## config.mk

```make
export PLATFORM = sky130hd
export DESIGN_NAME = noc_switch_allocator
export DESIGN_NICKNAME = d
export VERILOG_FILES = /design/src/rtl/noc_pkg.sv /design/src/rtl/noc_switch_allocator_checker.sv /design/src/rtl/rr_arbiter.sv /design/src/rtl/noc_switch_allocator.sv
export SDC_FILE = /design/constraint.sdc
export NUM_CORES = 1
export LEC_CHECK = 0
export CAP_MARGIN = 20
export CORE_AREA = 2 2 178 180
export DETAILED_ROUTE_END_ITERATION = 8
export DIE_AREA = 0 0 180 182
export HOLD_SLACK_MARGIN = 0.05
export PLACE_DENSITY = 0.69
export REMOVE_ABC_BUFFERS = 1
export SYNTH_ARGS = -nofsm -noshare
export SYNTH_HDL_FRONTEND = slang
export SYNTH_SLANG_ARGS = --single-unit
```

## constraint.sdc

```tcl
create_clock -name clk -period 6 [get_ports clk]
set_input_delay 0.9 -clock clk [delete_from_list [all_inputs] [get_ports clk]]
set_output_delay 0.9 -clock clk [all_outputs]
set_load 0.01 [all_outputs]
```

## src/rtl/noc_pkg.sv

```systemverilog
// Shared types and helpers for the 5-port mesh router switch allocator.
package noc_pkg;

  localparam int NUM_PORTS = 5;
  localparam int PTR_W     = 3;

  typedef enum logic [PTR_W-1:0] {
    P_N = 3'd0,
    P_S = 3'd1,
    P_E = 3'd2,
    P_W = 3'd3,
    P_L = 3'd4
  } port_e;

  typedef logic [NUM_PORTS-1:0] port_vec_t;

  typedef enum logic [1:0] {
    IN_FREE  = 2'd0,
    IN_BOUND = 2'd1,
    IN_DROP  = 2'd2
  } in_state_e;

  typedef enum logic {
    OUT_IDLE   = 1'b0,
    OUT_LOCKED = 1'b1
  } out_state_e;

  function automatic logic is_onehot(input port_vec_t v);
    return (v != {NUM_PORTS{1'b0}}) && ((v & (v - port_vec_t'(1))) == {NUM_PORTS{1'b0}});
  endfunction

  function automatic logic [PTR_W-1:0] onehot_to_idx(input port_vec_t v);
    logic [PTR_W-1:0] idx;
    idx = {PTR_W{1'b0}};
    for (int k = 0; k < NUM_PORTS; k++) begin
      if (v[k]) begin
        idx = PTR_W'(k);
      end else begin
        idx = idx;
      end
    end
    return idx;
  endfunction

endpackage

```

## src/rtl/noc_switch_allocator_checker.sv

```systemverilog
// Invariants of the switch allocator crossbar selects and queue pops.
module noc_switch_allocator_checker
  import noc_pkg::*;
(
  input logic                      clk,
  input logic                      rst,
  input port_vec_t [NUM_PORTS-1:0] xbar_sel,
  input port_vec_t                 pop,
  input port_vec_t                 in_valid
);

  logic sel_ok_s;
  logic col_ok_s;

  // Each output selects at most one input and no input feeds two outputs
  always_comb begin
    sel_ok_s = 1'b1;
    col_ok_s = 1'b1;
    for (int o = 0; o < NUM_PORTS; o++) begin
      if ((xbar_sel[o] != {NUM_PORTS{1'b0}}) && !is_onehot(xbar_sel[o])) begin
        sel_ok_s = 1'b0;
      end else begin
        sel_ok_s = sel_ok_s;
      end
      for (int p = o + 1; p < NUM_PORTS; p++) begin
        if ((xbar_sel[o] & xbar_sel[p]) != {NUM_PORTS{1'b0}}) begin
          col_ok_s = 1'b0;
        end else begin
          col_ok_s = col_ok_s;
        end
      end
    end
  end

  a_sel_onehot: assert property (@(posedge clk) disable iff (rst) sel_ok_s);
  a_sel_unique: assert property (@(posedge clk) disable iff (rst) col_ok_s);
  a_pop_valid:  assert property (@(posedge clk) disable iff (rst)
                                 ((pop & ~in_valid) == {NUM_PORTS{1'b0}}));

endmodule

```

## src/rtl/rr_arbiter.sv

```systemverilog
// Combinational 5-way round-robin arbiter: grants the first requester after ptr, cyclically.
module rr_arbiter
  import noc_pkg::*;
(
  input  port_vec_t        req,
  input  logic [PTR_W-1:0] ptr,
  output port_vec_t        grant
);

  logic             found_s;
  logic [PTR_W-1:0] idx_s;

  // Scan starting just after ptr so the previous owner has lowest priority
  always_comb begin
    grant   = {NUM_PORTS{1'b0}};
    found_s = 1'b0;
    idx_s   = {PTR_W{1'b0}};
    for (int k = 1; k <= NUM_PORTS; k++) begin
      idx_s = PTR_W'((int'(ptr) + k) % NUM_PORTS);
      if (!found_s && req[idx_s]) begin
        grant[idx_s] = 1'b1;
        found_s      = 1'b1;
      end else begin
        found_s = found_s;
      end
    end
  end

endmodule

```

## src/rtl/noc_switch_allocator.sv

```systemverilog
// Wormhole switch allocator: per-output round-robin arbitration with header-to-tail locking,
// per-input bind/drop tracking, crossbar selects and queue pops.
module noc_switch_allocator
  import noc_pkg::*;
(
  input  logic                      clk,
  input  logic                      rst,
  input  port_vec_t                 in_valid_i,
  input  port_vec_t [NUM_PORTS-1:0] in_req_i,
  input  port_vec_t                 in_tail_i,
  input  port_vec_t                 out_ready_i,
  output port_vec_t [NUM_PORTS-1:0] xbar_sel_o,
  output port_vec_t                 out_valid_o,
  output port_vec_t                 pop_o,
  output port_vec_t                 drop_o
);

  out_state_e                out_state_r   [NUM_PORTS];
  out_state_e                out_state_nxt_s [NUM_PORTS];
  in_state_e                 in_state_r    [NUM_PORTS];
  in_state_e                 in_state_nxt_s  [NUM_PORTS];
  logic [PTR_W-1:0]          ptr_r         [NUM_PORTS];
  logic [PTR_W-1:0]          ptr_nxt_s     [NUM_PORTS];
  port_vec_t [NUM_PORTS-1:0] xbar_sel_r;
  port_vec_t [NUM_PORTS-1:0] sel_nxt_s;
  port_vec_t [NUM_PORTS-1:0] elig_s;
  port_vec_t [NUM_PORTS-1:0] grant_s;
  port_vec_t                 xfer_s;
  port_vec_t                 out_tail_s;
  port_vec_t                 lock_pop_s;
  port_vec_t                 granted_s;
  port_vec_t                 drop_s;

  // Eligible requesters per idle output: free inputs with a valid one-hot route to that output
  always_comb begin
    elig_s = {(NUM_PORTS*NUM_PORTS){1'b0}};
    for (int o = 0; o < NUM_PORTS; o++) begin
      for (int i = 0; i < NUM_PORTS; i++) begin
        elig_s[o][i] = in_valid_i[i] && (in_state_r[i] == IN_FREE) && is_onehot(in_req_i[i])
                       && in_req_i[i][o] && (out_state_r[o] == OUT_IDLE);
      end
    end
  end

  for (genvar g = 0; g < NUM_PORTS; g++) begin : g_arb
    rr_arbiter u_arb (
      .req   (elig_s[g]),
      .ptr   (ptr_r[g]),
      .grant (grant_s[g])
    );
  end

  // Flit transfers through locked outputs and the input-side view of them
  always_comb begin
    xfer_s     = {NUM_PORTS{1'b0}};
    out_tail_s = {NUM_PORTS{1'b0}};
    lock_pop_s = {NUM_PORTS{1'b0}};
    granted_s  = {NUM_PORTS{1'b0}};
    drop_s     = {NUM_PORTS{1'b0}};
    for (int o = 0; o < NUM_PORTS; o++) begin
      xfer_s[o]     = (out_state_r[o] == OUT_LOCKED) && ((xbar_sel_r[o] & in_valid_i) != {NUM_PORTS{1'b0}})
                      && out_ready_i[o];
      out_tail_s[o] = (xbar_sel_r[o] & in_tail_i) != {NUM_PORTS{1'b0}};
      lock_pop_s    = lock_pop_s | (xbar_sel_r[o] & {NUM_PORTS{xfer_s[o]}});
      granted_s     = granted_s | grant_s[o];
      drop_s[o]     = (in_state_r[o] == IN_DROP) && in_valid_i[o];
    end
  end

  // Output FSMs: lock on grant, release on transferred tail and rotate priority past the owner
  always_comb begin
    for (int o = 0; o < NUM_PORTS; o++) begin
      out_state_nxt_s[o] = out_state_r[o];
      sel_nxt_s[o]       = xbar_sel_r[o];
      ptr_nxt_s[o]       = ptr_r[o];
      case (out_state_r[o])
        OUT_IDLE: begin
          if (grant_s[o] != {NUM_PORTS{1'b0}}) begin
            out_state_nxt_s[o] = OUT_LOCKED;
            sel_nxt_s[o]       = grant_s[o];
          end else begin
            out_state_nxt_s[o] = OUT_IDLE;
          end
        end
        OUT_LOCKED: begin
          if (xfer_s[o] && out_tail_s[o]) begin
            out_state_nxt_s[o] = OUT_IDLE;
            sel_nxt_s[o]       = {NUM_PORTS{1'b0}};
            ptr_nxt_s[o]       = onehot_to_idx(xbar_sel_r[o]);
          end else begin
            out_state_nxt_s[o] = OUT_LOCKED;
          end
        end
        default: begin
          out_state_nxt_s[o] = OUT_IDLE;
          sel_nxt_s[o]       = {NUM_PORTS{1'b0}};
        end
      endcase
    end
  end

  // Input FSMs: bind on grant, drop unroutable packets until their tail leaves
  always_comb begin
    for (int i = 0; i < NUM_PORTS; i++) begin
      in_state_nxt_s[i] = in_state_r[i];
      case (in_state_r[i])
        IN_FREE: begin
          if (granted_s[i]) begin
            in_state_nxt_s[i] = IN_BOUND;
          end else if (in_valid_i[i] && !is_onehot(in_req_i[i])) begin
            in_state_nxt_s[i] = IN_DROP;
          end else begin
            in_state_nxt_s[i] = IN_FREE;
          end
        end
        IN_BOUND: begin
          if (lock_pop_s[i] && in_tail_i[i]) begin
            in_state_nxt_s[i] = IN_FREE;
          end else begin
            in_state_nxt_s[i] = IN_BOUND;
          end
        end
        IN_DROP: begin
          if (in_valid_i[i] && in_tail_i[i]) begin
            in_state_nxt_s[i] = IN_FREE;
          end else begin
            in_state_nxt_s[i] = IN_DROP;
          end
        end
        default: in_state_nxt_s[i] = IN_FREE;
      endcase
    end
  end

  // State registers; pointers reset to the last port so input 0 is favoured first
  always_ff @(posedge clk or posedge rst) begin
    if (rst) begin
      for (int p = 0; p < NUM_PORTS; p++) begin
        out_state_r[p] <= OUT_IDLE;
        in_state_r[p]  <= IN_FREE;
        ptr_r[p]       <= PTR_W'(NUM_PORTS - 1);
        xbar_sel_r[p]  <= {NUM_PORTS{1'b0}};
      end
    end else begin
      for (int p = 0; p < NUM_PORTS; p++) begin
        out_state_r[p] <= out_state_nxt_s[p];
        in_state_r[p]  <= in_state_nxt_s[p];
        ptr_r[p]       <= ptr_nxt_s[p];
        xbar_sel_r[p]  <= sel_nxt_s[p];
      end
    end
  end

  assign xbar_sel_o  = xbar_sel_r;
  assign out_valid_o = xfer_s;
  assign drop_o      = drop_s;
  assign pop_o       = lock_pop_s | drop_s;

  noc_switch_allocator_checker u_chk (
    .clk      (clk),
    .rst      (rst),
    .xbar_sel (xbar_sel_r),
    .pop      (pop_o),
    .in_valid (in_valid_i)
  );

endmodule

```

==> results of run 1 <==
cell families (layout without fill, tap and decap cells):
logic type | count (synthesis) | in the layout | share of synthesized area [%]
AO/OA/AOI/OAI | 658 | 658 | 34.35
flip-flops | 55 | 55 | 10.06
buffers and inverters | 197 | 257 | 5.579
AND/OR/NAND/NOR | 763 | 763 | 30.26
XOR/XNOR | 52 | 52 | 3.477
adder cells (fa/ha/maj) | 130 | 130 | 11.94
multiplexers | 56 | 56 | 4.332
critical path: cells and delay by family, from the launching register on:
kind,cells,cell delay [ns]
DFF,1,0.78
adders and majority gates,2,0.87
xor gates and xnor gates,1,0.19
and+or+nand+nor,3,0.73
muxes,2,0.53
AOI/OAI and AO/OA,7,2.22
buffers and inverters,1,0.15
worst min path at each step:
stage | end | slack [ns]
CTS | in_state_r[1] | 0.52
global route | in_state_r[1] | 0.56
global placement | in_state_r[1] | 0.49
finish | in_state_r[1] | 0.52
detailed placement | in_state_r[1] | 0.51
floorplan | in_state_r[1] | 0.46
flip-flops by register name, summed over array words and instances (netlist names):
register     cells
in_state_r      10
out_state_r      5
ptr_r           15
xbar_sel_o      25
metal layers:
metal	track usage [%]	vias to the layer above	wire length (um)
met5	0	-	0
met4	10.37	0	1753
met3	3.349	116	3362
met2	47.10	633	22210
met1	37.42	7415	21270
li1	-	7481	-
cell type report:
cell class              count  share of cell area [%]
multi-input cells        1659                   75.94
flip-flops and latches     55                   9.031
repair buffers            136                   7.993
well taps                 402                   3.285
inverters                 113                   2.771
clock buffers               5                  0.8173
clock inverters             3                  0.1635
stage by stage:
stage,hold WS (ns),cells,utilization [%],instance area (um^2)
finish,0.5200,2373,49.41,15310
global route,0.5555,2373,49.41,15310
CTS,0.5200,2373,49.32,15280
detailed placement,0.5070,2365,48.83,15130
global placement,0.4870,2365,48.83,15130
floorplan,0.4605,1827,-,13400
timing repair:
action,CTS,global route
hold buffers,0,0
setup endpoints to repair,0,11
resized for setup,0,9
synthesized netlist by cell type (all sizes together), types with 16 or more instances:
cell type    n  share of area [%]
or2         22                1.0
and2        16               0.73
nor2       122                3.3
nand2b      60                2.7
clkbuf      65                1.8
xnor2       43                2.8
nor3        64                2.4
buf         19               0.70
or4         16               0.87
a22oi       27                1.5
or3         32                1.5
a211oi      30                1.6
a21oi      126                4.6
and3        22                1.0
mux2        18                1.5
nor2b       40                1.8
nor3b       29                1.6
nand3       55                2.0
nor4        31                1.5
o22ai       18               0.82
nand2      172                4.7
mux2i       37                2.7
nand4       16               0.73
a31oi       35                1.6
inv        111                3.0
o21ai       89                3.2
o21a        19                1.0
dfrtp       50                9.1
a211o       17                1.1
ha         128                 12
o31ai       33                1.8
a21o        23                1.3
o211ai      33                1.9
==> metrics.md, run 1 <==
| Metric | Value |
|---|---|
| Min setup slack post-route | `roughly 0.39 ns` |
| Die width | `between 150 and 200 um` |
| CTS tree | `done` |
| CP peak stage delay | `slightly below 0.8 ns` |
| Remaining Overflow, GRT | `0` |
| Largest net degree at the start of global routing | `between 50 and 60` |
| GRT Total Usage | `between 20 and 30%` |
| Reg-to-reg startpoint | `ptr_r[5]` |
| Number of CTS-inserted buffers | `5` |
| Fin crit period | `5.613 ns` |
| Detail Route Antenna Nets | `0` |
| Average cell area after synthesis | `7.194 um^2` |
| Worst R2R Path Depth | `16` |
| Commonest non-fill, non-tap cell in the layout | `nand2_1` |
| Synth Warn # | `0` |
| CTS Sinks | `55` |
| Die Ht | `around 180 um` |
| Setup Slack @ Placement | `roughly 0.054 ns` |
| Critical path type | `reg2reg` |
| Num rows | `65` |
| Worst-skew pair later-pin latency | `approximately 0.33 ns` |
| Dpl hpwl | `38,900 um` |
| Most frequent cells in the layout | `nand2_1 (172), ha_1 (128), a21oi_1 (124)` |
| RSZ-0062 raised after global routing | `no` |
| Yosys cell types | `around 100` |
| CORE AREA | `~31,000 um^2` |
| CP max stage cell | `dfstp_2` |
| Tcrit/Tclk final | `about 94%` |
| RePlAce Congestion | `a little under 1` |
| Fin. max-slew vios | `0` |
| Setup TNS | `0 ns` |
| Die ar. | `32,760 um^2` |
| Worst hold stages | `1` |
| First-pass DRT Iterations | `9` |
| Drt initial violations | `1,888` |
| R2R setup slack | `between 0.3 and 0.4 ns` |
| Post-CTS Setup Inserts | `0` |
| Ratio of cells with drive above 1 in the final layout | `8.422%` |
| Most used DFF post-synth | `dfrtp_1` |
| First-pass GRT wire length | `76,140 um` |
| Vias in the first global route | `roughly 14,000` |
| Fmax | `178.1 MHz` |
| Layout Skew | `between 0.015 and 0.02 ns` |
| Final hold violation count | `0` |
| PortBufs | `81` |
| Status | `finished clean` |
| Max clock buf depth | `2` |
| Setup violations, final | `0` |
| WP data arrival | `approximately 5.8 ns` |
| Min-delay src | `in_state_r[0]` |
| Worst-path clk slew | `roughly 0.090 ns` |
| Drt drc | `0` |
| Worst Path Max Fanout | `18` |
| Number of I/O pins | `82` |
| Max Cap Viol | `0` |
| Gate Count Post-Synth | `1,911` |
| Relative slew slack | `between 20% and 30%` |
| Sequential-to-total area share from yosys stat | `roughly a tenth` |
| NumNets Final | `approximately 2,100` |
| Worst setup path end | `out_state_r[1]` |
| FF+latch area | `1383 um^2` |
| Crit-path cells | `inv_1 > ha_1 > o31ai_1 > xnor2_1 > ha_1 > nand2b_1 > a21oi_1 > mux2i_4 > mux2i_1 > a22oi_1 > a211oi_1 > a31o_2 > a32o_1 > a311oi_1 > nand4_1 > or3b_2` |
| Layout fillers | `a little over 3,000` |
| Mapped Area | `13,750 um^2` |
| Worst Setup SP | `ptr_r[5]` |
| H-tree depth | `2` |
| Asr flop ratio synth | `100.0%` |
| FF-to-FF End | `out_state_r[1]` |
| Crit end category | `flip-flop` |
| Required time worst endpoint | `between 6 and 7 ns` |
| Routed WL | `~49,000 um` |
| Startpoint types | `flip-flop` |
| Synthesized flop and latch total | `55` |
| Initial antenna violation count | `0` |
| Ant diodes | `0` |
| Hold Crit Class | `reg2reg` |
| Post-synth EDFFs | `0` |
| Clk root buf | `clkbuf_16` |
| Vias per std cell | `6.593` |
| Slew at the pin with the worst max-slew slack | `between 1 and 1.5 ns` |
| P&R area growth vs syn | `11.37%` |
| Initial Utilization | `~44%` |
| CP most frequent cell | `ha_1` |
| Multi-input logic area | `~12,000 um^2` |
| DR WL/cell | `about 20 um` |
| Total number of vias | `15,650` |
Power of run 1 is left out: the tool's default activity adds up to more than one toggle a clock period on the data nets, which glitch-free logic cannot reach.
==> inputs of run 2 (changes only) <==
Settings changed: CTS_BUF_LIST set to sky130_fd_sc_hd__clkbuf_4, PLACE_DENSITY 0.69 to 0.67.
Clock period 6 ns to 6.4 ns, I/O delays scaled along.
==> run 2 against run 1 <==
  * Global-route usage is 0.067 points higher
  * Routed wire length is 1.0% higher
  * Final cell count is 0.67% lower
  * Cell area is 1.4% lower
  * Sequential share of layout area is 0.14 points higher
  * Die area stayed put
  * Register-to-register slack better by 0.08 ns
  * Sequential cell count stayed put
  * First-iteration DRC count is 9.8% lower
  * Worst setup slack better by 0.078 ns
  * Highest routed layer unchanged
==> metrics.md, run 2 (same netlist as run 1, synthesis figures left out) <==
| Metric | Value |
|---|---|
| Most frequent cells in the layout | `nand2_1 (172), ha_1 (128), a21oi_1 (125)` |
| FF+latch area | `between 1000 and 1500 um^2` |
| H-tree depth | `2` |
| First-pass GRT wire length | `around 76,000 um` |
| Crit-path cells | `clkinv_1 > ha_1 > xnor2_2 > inv_2 > ha_1 > nor2_1 > a21oi_1 > xnor2_1 > inv_1 > ha_1 > nand2b_1 > o311a_1 > o311a_1 > nand2_1 > a32o_1 > nor4_4 > nor2_1 > a221o_1 > or4_1 > o41a_1` |
| Remaining Overflow, GRT | `0` |
| Critical path type | `reg2reg` |
| Final hold violation count | `0` |
| Worst Setup SP | `ptr_r[12]` |
| Total number of vias | `between 15,000 and 20,000` |
| WP data arrival | `between 6 and 7 ns` |
| Slew at the pin with the worst max-slew slack | `0.9250 ns` |
| Initial Utilization | `roughly 44%` |
| CP peak stage delay | `roughly 0.6 ns` |
| Dpl hpwl | `38,750 um` |
| Post-CTS Setup Inserts | `0` |
| Delay-heaviest family, CP | `simple AND/OR/NAND/NOR gates` |
| Initial antenna violation count | `2` |
| Die ar. | `32,760 um^2` |
| Relative slew slack | `38.33%` |
| Vias in the first global route | `13,760` |
| DR WL/cell | `about 21 um` |
| CTS tree | `done` |
| Vias per std cell | `about 6.6` |
| PortBufs | `81` |
| Worst setup path end | `in_state_r[6]` |
| Max reg flops | `25` |
| Drt initial violations | `~1,700` |
| CTS resizes | `0` |
| Worst-skew pair later-pin latency | `about 0.47 ns` |
| Stages on the worst setup path | `20` |
| Clk root buf | `clkbuf_4` |
| Fmax | `168.5 MHz` |
| Tcrit/Tclk final | `92.74%` |
| Max clock buf depth | `2` |
| NumNets Final | `between 2,000 and 2,500` |
| Fin. max-slew vios | `0` |
| Largest net degree at the start of global routing | `56` |
| RSZ-0062 raised after global routing | `no` |
| Startpoint types | `flip-flop` |
| CP max stage cell | `or4_1` |
| Worst hold stages | `1` |
| Worst R2R Path Depth | `20` |
| CTS hold repair buffers | `0` |
| Number of I/O pins | `82` |
| Required time worst endpoint | `6.75 ns` |
| Util after Layout | `between 40% and 50%` |
| Setup TNS | `0 ns` |
| Detail Route Antenna Nets | `0` |
| Die width | `180 um` |
| Num rows | `65` |
| Hold Crit Class | `reg2reg` |
| R2R setup slack | `0.46 ns` |
| Multi-input logic area | `between 10,000 and 15,000 um^2` |
| Drt drc | `0` |
| Reg-to-reg startpoint | `ptr_r[12]` |
| Status | `finished clean` |
| Min-delay src | `in_state_r[4]` |
| Crit end category | `flip-flop` |
| Ratio of cells with drive above 1 in the final layout | `7.424%` |
| Worst Path Max Fanout | `11` |
| Fin crit period | `just under 6 ns` |
| CP most frequent cell | `ha_1` |
| First-pass DRT Iterations | `6` |
| FF-to-FF End | `in_state_r[6]` |
| Commonest non-fill, non-tap cell in the layout | `nand2_1` |
| Layout fillers | `roughly 3,100` |
| Routed WL | `just under 50,000 um` |
| Die Ht | `182 um` |
| Number of CTS-inserted buffers | `5` |
| Worst-path clk slew | `between 0.2 and 0.25 ns` |
| GRT Total Usage | `between 20 and 30%` |
| RePlAce Congestion | `a little under 1` |
| CTS Sinks | `55` |
| Layout Skew | `between 0.05 and 0.06 ns` |
| Max Cap Viol | `0` |
| P&R area growth vs syn | `9.784%` |
| Setup violations, final | `0` |
| Buf+Inv Stages, Crit Path | `3` |
| CORE AREA | `between 30,000 and 40,000 um^2` |
## run 2: cell types whose count changed in the layout (fill, tap and decap cells not counted), moves of 2 or more
cell	delta
clkbuf_16	-5
clkbuf_4	+5
diode_2	+2
buf_4	-18
## run 2: worst register-to-register path: stages (launching register included)
cell and delay, ns:
dfrtp_1 0.40, clkinv_1 0.28, ha_1 0.36, xnor2_2 0.25
inv_2 0.13, ha_1 0.26, nor2_1 0.18, a21oi_1 0.11
xnor2_1 0.30, inv_1 0.14, ha_1 0.29, nand2b_1 0.14
o311a_1 0.27, o311a_1 0.22, nand2_1 0.16, a32o_1 0.37
nor4_4 0.46, nor2_1 0.19, a221o_1 0.40, or4_1 0.59
o41a_1 0.33
## run 2: metal layers
layer	track usage, %	part of all wire, %	vias to the layer above
met4	9.659	2.8	0
met1	39.23	45	7457
met2	46.39	46	600
met5	0	0	-
met3	2.066	5.9	92
li1	-	-	7439
## run 2: worst min path at each step
stage                                to  slack [ns]
after global routing      in_state_r[5]        0.53
after global placement    in_state_r[1]        0.48
final                     in_state_r[5]        0.52
after detailed placement  in_state_r[1]        0.50
after floorplan           in_state_r[1]        0.46
after CTS                 in_state_r[5]        0.51
## run 2: through the flow
stage	instance area (um^2)	hold slack, ns	std cells	setup WS (ns)
after floorplan	13400	0.4605	1827	0.02454
after global placement	15000	0.4826	2347	0.6578
after detailed placement	15000	0.4968	2347	0.4001
after CTS	15080	0.5102	2355	0.3686
after global routing	15090	0.5317	2357	0.04596
final	15090	0.5199	2357	0.4645
## run 2: area by class of cell
| cell class | count | area share, % |
|---|---|---|
| Sequential cell | 55 | 9.169 |
| Multi-Input combinational cell | 1659 | 76.89 |
| Clock buffer | 5 | 0.2487 |
| Clock inverter | 3 | 0.3067 |
| Timing Repair Buffer | 118 | 7.213 |
| Antenna cell | 2 | 0.03316 |
| Inverter | 113 | 2.810 |
| Tap cell | 402 | 3.333 |
Power of run 2 is left out for the same reason.
==> inputs of run 3 (changes only) <==
==> constraint.sdc (replaced) <==
create_clock -name clk -period 6.4 [get_ports clk]
set_input_delay 0.96 -clock clk [delete_from_list [all_inputs] [get_ports clk]]
set_output_delay 0.96 -clock clk [all_outputs]
set_load 0.1 [all_outputs]
==> run 3 against run 2 <==
  * Sequential share of layout area is essentially flat
  * Non-clock buffer count grew 2
  * Count of clock-buffer cells in the layout is the same
  * Clock skew shrank 0.019 ns
==> metrics.md, run 3 (same netlist as run 1, synthesis figures left out) <==
| Metric | Value |
|---|---|
| Status | `finished clean` |
| Buf+Inv Stages, Crit Path | `4` |
| Setup Slack @ Placement | `around 0.47 ns` |
| P&R area growth vs syn | `9.839%` |
| Tcrit/Tclk final | `91.31%` |
| Layout fillers | `roughly 3,000` |
| Dpl hpwl | `38,750 um` |
| Drt drc | `0` |
| Crit end category | `flip-flop` |
| Startpoint types | `flip-flop` |
| Initial antenna violation count | `1` |
| Max clock buf depth | `2` |
| Min-delay src | `in_state_r[0]` |
| Remaining Overflow, GRT | `0` |
| Hold Crit Class | `reg2reg` |
| Clk root buf | `clkbuf_4` |
| Placed instance count | `2,349` |
| Delay-heaviest family, CP | `compound AO/OA/AOI/OAI gates` |
| Largest net degree at the start of global routing | `56` |
| Initial Utilization | `44.37%` |
| GRT Total Usage | `around 28%` |
| Ratio of cells with drive above 1 in the final layout | `7.468%` |
| Worst-skew pair later-pin latency | `0.46 ns` |
| WP data arrival | `roughly 6.2 ns` |
| PortBufs | `between 80 and 90` |
| CP peak stage delay | `0.60 ns` |
| Max Cap Viol | `0` |
| CTS tree | `done` |
| Final hold violation count | `0` |
| Fin crit period | `5.844 ns` |
| Num rows | `65` |
| Detail Route Antenna Nets | `0` |
| RSZ-0062 raised after global routing | `no` |
| Most frequent cells in the layout | `nand2_1 (172), ha_1 (128), a21oi_1 (125)` |
| Die Ht | `around 180 um` |
| Critical path type | `reg2reg` |
| Fin. max-slew vios | `0` |
| Routed WL | `between 40,000 and 50,000 um` |
| Reg-to-reg startpoint | `ptr_r[1]` |
| Worst-path clk slew | `0.21 ns` |
| CTS Sinks | `55` |
| FF+latch area | `1384 um^2` |
| Vias in the first global route | `between 10,000 and 15,000` |
| Slew at the pin with the worst max-slew slack | `1.081 ns` |
| Required time worst endpoint | `approximately 6.7 ns` |
| RePlAce Congestion | `roughly 1.0` |
| H-tree depth | `2` |
| Commonest non-fill, non-tap cell in the layout | `nand2_1` |
| First-pass GRT wire length | `approximately 76,000 um` |
| Multi-input logic area | `11,600 um^2` |
| Total number of vias | `about 16,000` |
| CORE AREA | `about 31,000 um^2` |
| CP max stage cell | `or4_1` |
| DR WL/cell | `~21 um` |
| Relative slew slack | `26.90%` |
| Setup violations, final | `0` |
| NumNets Final | `about 2,100` |
| Min setup slack post-route | `approximately 0.56 ns` |
| Drt initial violations | `~1,700` |
| First-pass DRT Iterations | `8` |
| Setup TNS | `0 ns` |
| Layout Skew | `between 0.03 and 0.04 ns` |
| Vias per std cell | `around 6.6` |
| CTS hold repair buffers | `0` |
| Fmax | `171.1 MHz` |
| Post-CTS Setup Inserts | `0` |
| Crit-path cells | `inv_1 > ha_1 > xnor2_1 > inv_1 > ha_1 > nor2_1 > a21oi_1 > xnor2_1 > inv_1 > ha_1 > nand2b_1 > a31oi_1 > buf_4 > mux2_2 > nor4_1 > o22ai_1 > a211o_1 > a21o_1 > or4_1 > o41a_1` |
| Worst Path Max Fanout | `11` |
| R2R setup slack | `roughly 0.56 ns` |
| Cell Count, Final, Fillers Out | `approximately 2,400` |
| Number of I/O pins | `between 80 and 90` |
| Max reg flops | `25` |
| Number of CTS-inserted buffers | `5` |
| Worst Setup SP | `ptr_r[1]` |
| Die width | `roughly 180 um` |
| Die ar. | `approximately 33,000 um^2` |
## run 3: per-layer routing
| layer | GRT usage [%] | vias to the layer above | routed length, um |
|---|---|---|---|
| met5 | 0 | - | 0 |
| met4 | 10.28 | 0 | 1633 |
| met3 | 3.109 | 98 | 3831 |
| met2 | 47.22 | 707 | 22450 |
| met1 | 37.46 | 7400 | 20680 |
| li1 | - | 7439 | - |
## run 3: final timing paths
path                       cells after the start       endpoint
setup / recovery                              20  in_state_r[6]
hold / removal                                 1  in_state_r[1]
setup reg to reg                              20  in_state_r[6]
hold reg to reg                                1  in_state_r[1]
max in group asynchronous                      3       ptr_r[4]
min in group asynchronous                      3      ptr_r[12]
## run 3: cell type report
class | instances | share of cell area (%)
Clock inverter | 3 | 0.3149
Inverter | 113 | 2.809
Tap cell | 402 | 3.331
Sequential cell | 55 | 9.165
Clock buffer | 5 | 0.2486
Antenna cell | 1 | 0.01657
Multi-Input combinational cell | 1659 | 76.81
Timing Repair Buffer | 120 | 7.309
## run 3: what timing repair did
action | in CTS | in global routing
gates resized for setup | 0 | 2
setup endpoints to repair | 0 | 4
hold endpoints to repair | 0 | 0
## run 3: through the flow
step           instance area (um^2)  util, %  hold slack (ns)
6_report                      15100    48.73           0.5441
5_1_grt                       15100    48.73           0.5724
4_1_cts                       15100    48.72           0.5298
3_5_place_dp                  15010    48.44           0.5081
3_3_place_gp                  15010    48.44           0.4914
2_1_floorplan                 13400        -           0.4605
Power of run 3 is left out for the same reason.
